==> config.mk <==
export PLATFORM = sky130hd
export DESIGN_NAME = heichips25_project_mux
export DESIGN_NICKNAME = d
export VERILOG_FILES = /design/src/rtl/heichips25_pmux_pkg.sv /design/src/rtl/heichips25_pmux_timer.sv /design/src/rtl/heichips25_project_mux.sv
export SDC_FILE = /design/constraint.sdc
export NUM_CORES = 1
export LEC_CHECK = 0
export ABC_AREA = 1
export CAP_MARGIN = 20
export CORE_ASPECT_RATIO = 1.75
export CORE_MARGIN = 4
export CORE_UTILIZATION = 32
export CTS_BUF_LIST = sky130_fd_sc_hd__clkbuf_8
export DETAILED_ROUTE_END_ITERATION = 16
export GPL_ROUTABILITY_DRIVEN = 0
export PLACE_DENSITY = 0.93
export SLEW_MARGIN = 15
export SYNTH_ARGS = -nofsm -noshare
export SYNTH_HDL_FRONTEND = slang
export SYNTH_SLANG_ARGS = --single-unit
==> constraint.sdc <==
create_clock -name clk -period 4.2 [get_ports clk]
set_input_delay 0.84 -clock clk [delete_from_list [all_inputs] [get_ports clk]]
set_output_delay 0.84 -clock clk [all_outputs]
set_load 0.05 [all_outputs]
==> src/rtl/heichips25_pmux_pkg.sv <==
// Shared types and constants for the HeiChips project multiplexer.
package heichips25_pmux_pkg;

    localparam int NUM_PROJ_MAX = 4;
    localparam int CNT_W        = 4;
    localparam int PAD_W        = 8;

    typedef enum logic [1:0] {
        ST_IDLE   = 2'd0,
        ST_DRAIN  = 2'd1,
        ST_RESET  = 2'd2,
        ST_ACTIVE = 2'd3
    } pmux_state_t;

endpackage

==> src/rtl/heichips25_pmux_timer.sv <==
// Down-counter for DRAIN/RESET phases; loaded with (length-1), done at zero.
module heichips25_pmux_timer
    import heichips25_pmux_pkg::*;
(
    input  logic             clk,
    input  logic             rst_n,
    input  logic             load,
    input  logic [CNT_W-1:0] value,
    output logic             done
);

    logic [CNT_W-1:0] cnt;

    // Saturates at zero so an idle timer never wraps back to all-ones.
    always_ff @(posedge clk or negedge rst_n) begin
        if (!rst_n)
            cnt <= '0;
        else if (load)
            cnt <= value;
        else if (cnt != '0)
            cnt <= cnt - 1'b1;
    end

    assign done = (cnt == '0);

endmodule

==> src/rtl/heichips25_project_mux.sv <==
// Selects which attached project owns the pads; drains and resets on every switch.
module heichips25_project_mux
    import heichips25_pmux_pkg::*;
#(
    parameter int NUM_PROJ     = 4,
    parameter int DRAIN_CYCLES = 2,
    parameter int RST_CYCLES   = 8
) (
    input  logic                      clk,
    input  logic                      rst_n,
    input  logic                      sel_valid,
    input  logic [1:0]                sel_id,
    output logic                      sel_ready,
    input  logic [PAD_W*NUM_PROJ-1:0] uo_out_p,
    input  logic [PAD_W*NUM_PROJ-1:0] uio_out_p,
    input  logic [PAD_W*NUM_PROJ-1:0] uio_oe_p,
    output logic [NUM_PROJ-1:0]       proj_ena,
    output logic [NUM_PROJ-1:0]       proj_rst_n,
    output logic [PAD_W-1:0]          uo_out,
    output logic [PAD_W-1:0]          uio_out,
    output logic [PAD_W-1:0]          uio_oe,
    output logic [1:0]                active_id,
    output logic                      busy
);

    pmux_state_t      state, state_nxt;
    logic             run;
    logic [1:0]       target;
    logic             accept;
    logic             tmr_load;
    logic [CNT_W-1:0] tmr_val;
    logic             tmr_done;
    logic             enter_reset;

    heichips25_pmux_timer u_timer (
        .clk   (clk),
        .rst_n (rst_n),
        .load  (tmr_load),
        .value (tmr_val),
        .done  (tmr_done)
    );

    assign accept      = sel_valid && sel_ready;
    assign enter_reset = (state == ST_DRAIN) && (state_nxt == ST_RESET);

    // run holds sel_ready low until the first edge after reset release.
    always_ff @(posedge clk or negedge rst_n) begin
        if (!rst_n) begin
            state     <= ST_IDLE;
            run       <= 1'b0;
            target    <= 2'd0;
            active_id <= 2'd0;
        end else begin
            state <= state_nxt;
            run   <= 1'b1;
            if (accept)
                target <= sel_id;
            if (enter_reset)
                active_id <= target;
        end
    end

    always_comb begin
        state_nxt = state;
        tmr_load  = 1'b0;
        tmr_val   = '0;
        case (state)
            ST_IDLE, ST_ACTIVE: begin
                if (accept) begin
                    state_nxt = ST_DRAIN;
                    tmr_load  = 1'b1;
                    tmr_val   = CNT_W'(DRAIN_CYCLES - 1);
                end
            end
            ST_DRAIN: begin
                if (tmr_done) begin
                    // An id beyond the attached projects deselects everything.
                    if (int'(target) < NUM_PROJ) begin
                        state_nxt = ST_RESET;
                        tmr_load  = 1'b1;
                        tmr_val   = CNT_W'(RST_CYCLES - 1);
                    end else begin
                        state_nxt = ST_IDLE;
                    end
                end
            end
            ST_RESET: begin
                if (tmr_done)
                    state_nxt = ST_ACTIVE;
            end
            default: state_nxt = ST_IDLE;
        endcase
    end

    always_comb begin
        sel_ready  = run && ((state == ST_IDLE) || (state == ST_ACTIVE));
        busy       = (state == ST_DRAIN) || (state == ST_RESET);
        proj_ena   = '0;
        proj_rst_n = '0;
        uo_out     = '0;
        uio_out    = '0;
        uio_oe     = '0;
        for (int i = 0; i < NUM_PROJ; i++) begin
            if (active_id == 2'(i)) begin
                proj_ena[i]   = (state == ST_RESET) || (state == ST_ACTIVE);
                proj_rst_n[i] = (state == ST_ACTIVE);
                if (state == ST_ACTIVE) begin
                    uo_out  = uo_out_p[i*PAD_W +: PAD_W];
                    uio_out = uio_out_p[i*PAD_W +: PAD_W];
                    uio_oe  = uio_oe_p[i*PAD_W +: PAD_W];
                end
            end
        end
    end

endmodule

# == Yosys cells after proc, flatten, opt, wreduce, memory -nomap -nowiden ==
# Cells that the tools add are included.
# op_classes
add_sub_neg,1
n_eq_ne,7
n_mux,44
n_reduce_logical,12
# op_table
op,n
$mux 8,24
$mux 1,11
$eq 2x2->1 const B,5
$mux 4,2
$mux 2,3
$pmux 2 s3,1
$pmux 3 s2,1
$eq 2x1->1 const B,2
$logic_not 2->1,2
$logic_not 4->1,1
$reduce_bool 4->1,1
$sub 4x1->4 const B,1
$logic_and 1x1->1,3
$logic_or 1x1->1,3
$mux 3,1
$pmux 1 s2,1
$reduce_bool 2->1,1
$reduce_or 2->1,1
# totals
regBits,11
in_bits,101
elab_cells,69

# == Logic depth before layout (Yosys ltp) ==
# logic_depth
depth_word,9
depth_mapped,9

# == Modules after synthesis ==
# Synthesis repeated with hierarchy kept, for this count alone.
# hier_totals
cells_unflattened,209
hier_area_um2,1348.8
# by_module_without_submodules
module,n_inst,cells_each,area_each_um2,seq_area_each_um2
heichips25_project_mux,1,175,1106.1,175.2
heichips25_pmux_timer,1,34,242.7,100.1

# == Worst setup path after synthesis ==
# OpenSTA, ideal clock, no wires.
# synth_path
path_kind,reg2out
startpoint,register active_id[0]
endpoint,output port uo_out[6]
arrival_time_ps,1754
setup_slack_ps,1606
stages_incl_launch_ff,6
n_path_buf,1
path_cell_list,dfrtp_1 > nand2_1 > nor2_4 > buf_6 > nand2_1 > o2111ai_1
# synth_between
elab_chain_len,8
word_cells_on_any_way,11
# synth_rtl
element,line_no,text
start: declaration,heichips25_project_mux.sv:22,"output logic [1:0] active_id,"
start signal: assignment,heichips25_project_mux.sv:59,active_id <= target;
$logic_not 2->1,heichips25_project_mux.sv:104,if (active_id == 2'(i)) begin
$mux 8,heichips25_project_mux.sv:104,
$mux 8,heichips25_project_mux.sv:107,if (state == ST_ACTIVE) begin
$mux 8,heichips25_project_mux.sv:104,
$mux 8,heichips25_project_mux.sv:107,
$mux 8,heichips25_project_mux.sv:104,
$mux 8,heichips25_project_mux.sv:107,
$mux 8 (*),heichips25_project_mux.sv:104,
end: declaration,heichips25_project_mux.sv:19,"output logic [PAD_W-1:0] uo_out,"
# Mark *: on every way between the ends. The rest lies on a longest branch, timed or not.

# == Final worst setup path ==
# layout_path
startpoint,register state[1]
endpoint,output port uio_out[2]
# layout_between
elab_chain_len,9
# layout_rtl
element,line_no,text
start: declaration,heichips25_project_mux.sv:26,"pmux_state_t state, state_nxt;"
start signal: assignment,heichips25_project_mux.sv:54,state <= state_nxt;
$eq 2x2->1 (*),heichips25_project_mux.sv:107,
$mux 8,heichips25_project_mux.sv:107,
$mux 8,heichips25_project_mux.sv:104,
$mux 8,heichips25_project_mux.sv:107,
$mux 8,heichips25_project_mux.sv:104,
$mux 8,heichips25_project_mux.sv:107,
$mux 8,heichips25_project_mux.sv:104,
$mux 8,heichips25_project_mux.sv:107,
$mux 8 (*),heichips25_project_mux.sv:104,
end: declaration,heichips25_project_mux.sv:20,"output logic [PAD_W-1:0] uio_out,"
# Marked as above.

==> impl_metrics.yaml <==
power_and_ir_drop:
  p_sw_share_pct: 50.7
  vdd_drop_max_v: 0.000478
  p_leak_nw: 1.15
  switchingPower_mw: 0.503
  clkPwrFrac_pct: 10.9
  power_frac_seq_pct: 19.9
  p_int_mw: 0.489
  pwr_density_cell_nw_per_um2: 366
  p_comb_share_pct: 69.2
  total_power_mw: 0.992
min_path:
  whs_path_depth: 2
  hold_start: "target[0]"
  hold_path_class: "flip-flop to flip-flop"
  hold_end: "target[0]"
critical_path:
  critPathCaptureType: "primary output"
  worst_setup_path_start_kind: "flip-flop"
  critPathKind: "flip-flop to primary output"
  crit_chain: "ha_1, inv_2, nor2_4, a22oi_1, nand3_1, clkdlybuf4s50_1"
  arrival_ps: 2650
  cp_slowest_cell: "clkdlybuf4s50_1"
  r2r_setup_slack_ps: 2470
  worst-path-max-fanout: 25
  critPathRequiredTime_ps: 3360
  r2r-end: "active_id[0]"
  r2r_start: "state[0]"
  startpoint: "state[1]"
  r2r_cells: 7
  max_stage_delay_ps: 820
placement:
  portBuffers: 136
  placed_cell_area_um2: 2670
  dpl.cell_count: 380
  place_hpwl_um: 4850
  dp_slack_ps: 945
routing:
  drt_iter0_drc: 131
  vias_per_cell: 4.97
  drc: 0
  antenna_left: 0
  routed_wl_um: 5940
  dr.pass1.iters: 4
  routedWlPerCell_um: 15.5
  vias: 1908
clock_network:
  clock-sinks: 11
  post_cts_buffers: 0
  tritoncts: "done"
  holdBufCountCts: 0
  clock_latency_ps: 240
  clockBufferDepth: 2
  clockRootBuffer: "clkbuf_8"
  h-tree-depth: 1
  clk_pin_slew_ps: 60
  postCtsResizedCells: 0
  cts_buffers: 3
layout:
  drive_above_1_share_pct: 6.55
  final_core_util_pct: 69.5
  layout_common_cells: "clkdlybuf4s50_1, nand2_1, nand3_1, a22oi_1, inv_1"
  design_area_um2: 2710
  layout.nets: 444
  fillers: 323
  layoutNonFillerInstCount: 384
  synthToLayoutAreaGrowth_pct: 110
  diodes: 0
  final_common_cell: "clkdlybuf4s50_1"
die:
  dieHeight_um: 92.0
  die_x_um: 56.0
  rows: 30
  core_region_area_um2: 3900
  die_area_um2: 5160
  start_util_pct: 33.1
  pin_count: 137
timing:
  finalHoldViolations: 0
  grt_setup_unrepaired: "no"
  period_needed_ps: 3490
  drv_slew: 0
  hold-worst-slack_ps: 476
  tns_ps: 0
  skew_ps: 7.27
  fmax_mhz: 287
  setup_violations: 0
  worst_pin_slew_ps: 643
  slew_headroom_pct: 57.0
  period_share_pct: 83.1
  worst_slack_ps: 710
synth:
  ys_types: 26
  yosys_warnings: 0
  ys_ff_latch: 11
  syn_inst: 202
  synth_nets: 309
  ys_seq_area_share_pct: 21.3
  syn_area_per_cell_um2: 6.39
  syn_area_um2: 1290
global_route:
  antenna_found_initial: 0
  grt_pass1_vias: 1936
  grt_use_total_pct: 22.2
  grt-ovfl-total: 0
  grt_pass1_wl_um: 9340
  grt_max_degree: 26
run:
  maxCapViolations: 0
run_status:
  status: "finished clean"
[power by group through the flow]
stage          clock network, mW  registers (mW)  logic (mW)
2_1_floorplan                  0           0.220       0.409
4_1_cts                    0.109           0.197       0.686
3_3_place_gp                   0           0.196       0.662
6_report                   0.108           0.197       0.687
5_1_grt                    0.114           0.205       0.743
3_5_place_dp                   0           0.197       0.678
[routing by layer]
metal  share of wire [%]  wire length [um]  global-route usage, %  up-vias
met4                 2.1               127                   5.94        0
met1                  39              2320                   24.4      839
met3                 8.8               524                   5.77       13
met2                  50              2970                   41.2      113
li1                    -                 -                      -      943
met5                   0                 0                      0        -
[synth_stat cells]
| cell | count | area share (%) |
|---|---|---|
| nand2_1 | 69 | 20 |
| buf_6 | 2 | 1.7 |
| ha_1 | 6 | 5.8 |
| dfrtp_1 | 11 | 21 |
| conb_1 | 1 | 0.29 |
| a22oi_2 | 3 | 2.9 |
| nor2_2 | 4 | 1.9 |
| o21bai_1 | 2 | 1.2 |
| nor2_1 | 10 | 2.9 |
| o2111ai_1 | 1 | 0.68 |
| nand3_2 | 1 | 0.78 |
| nor2_4 | 2 | 1.7 |
| a21oi_1 | 2 | 0.78 |
| inv_1 | 17 | 4.9 |
| a31oi_1 | 1 | 0.48 |
| buf_4 | 4 | 2.3 |
| nand3_1 | 29 | 11 |
| nor3_1 | 1 | 0.39 |
| a22oi_1 | 20 | 12 |
| buf_2 | 2 | 0.78 |
| o21ai_0 | 4 | 1.6 |
| o21ai_1 | 1 | 0.39 |
| nand2_2 | 3 | 1.5 |
| xor2_1 | 2 | 1.4 |
| and3_1 | 1 | 0.48 |
| inv_2 | 3 | 0.87 |
[worst max path at each step]
stage,endpoint,slack [ps],depth (start not counted)
2_1_floorplan,uo_out[6],1610,5
3_3_place_gp,uo_out[6],960,4
3_5_place_dp,uo_out[6],950,4
4_1_cts,uio_oe[1],710,6
5_1_grt,uio_oe[1],530,6
6_report,uio_out[2],710,6
[sequential cells by signal, indices dropped and copies added (netlist names)]
| register | count |
|---|---|
| active_id | 2 |
| target | 2 |
| state | 2 |
| run | 1 |
| u_timer.cnt | 4 |
[layout make-up]
cell class              count  area [um2]  area share [%]
clock buffers               3        41.3            1.52
clock inverters             1        5.00           0.185
inverters                  20        75.1            2.77
multi-input cells         163         878            32.4
flip-flops and latches     11         275            10.2
well taps                  48        60.1            2.22
repair buffers            138        1380            50.8
[cell families after synthesis]
kind of cell,count (synthesis),share of synthesized area [%]
AND/OR/NAND/NOR,120,41.0
AO/OA/AOI/OAI,34,19.6
buffers and inverters,28,10.7
flip-flops,11,21.3
adder cells (fa/ha/maj),6,5.81
XOR/XNOR,2,1.36
other,1,0.290
[critical path: cells and delay by family (launching register included)]
kind | cells | cell delay (ps)
buffers and inverters | 2 | 900
and+or+nand+nor | 2 | 630
DFF | 1 | 470
adders and majority gates | 1 | 200
AOI/OAI and AO/OA | 1 | 190
No activity file was read; power rests on OpenSTA's default activity.
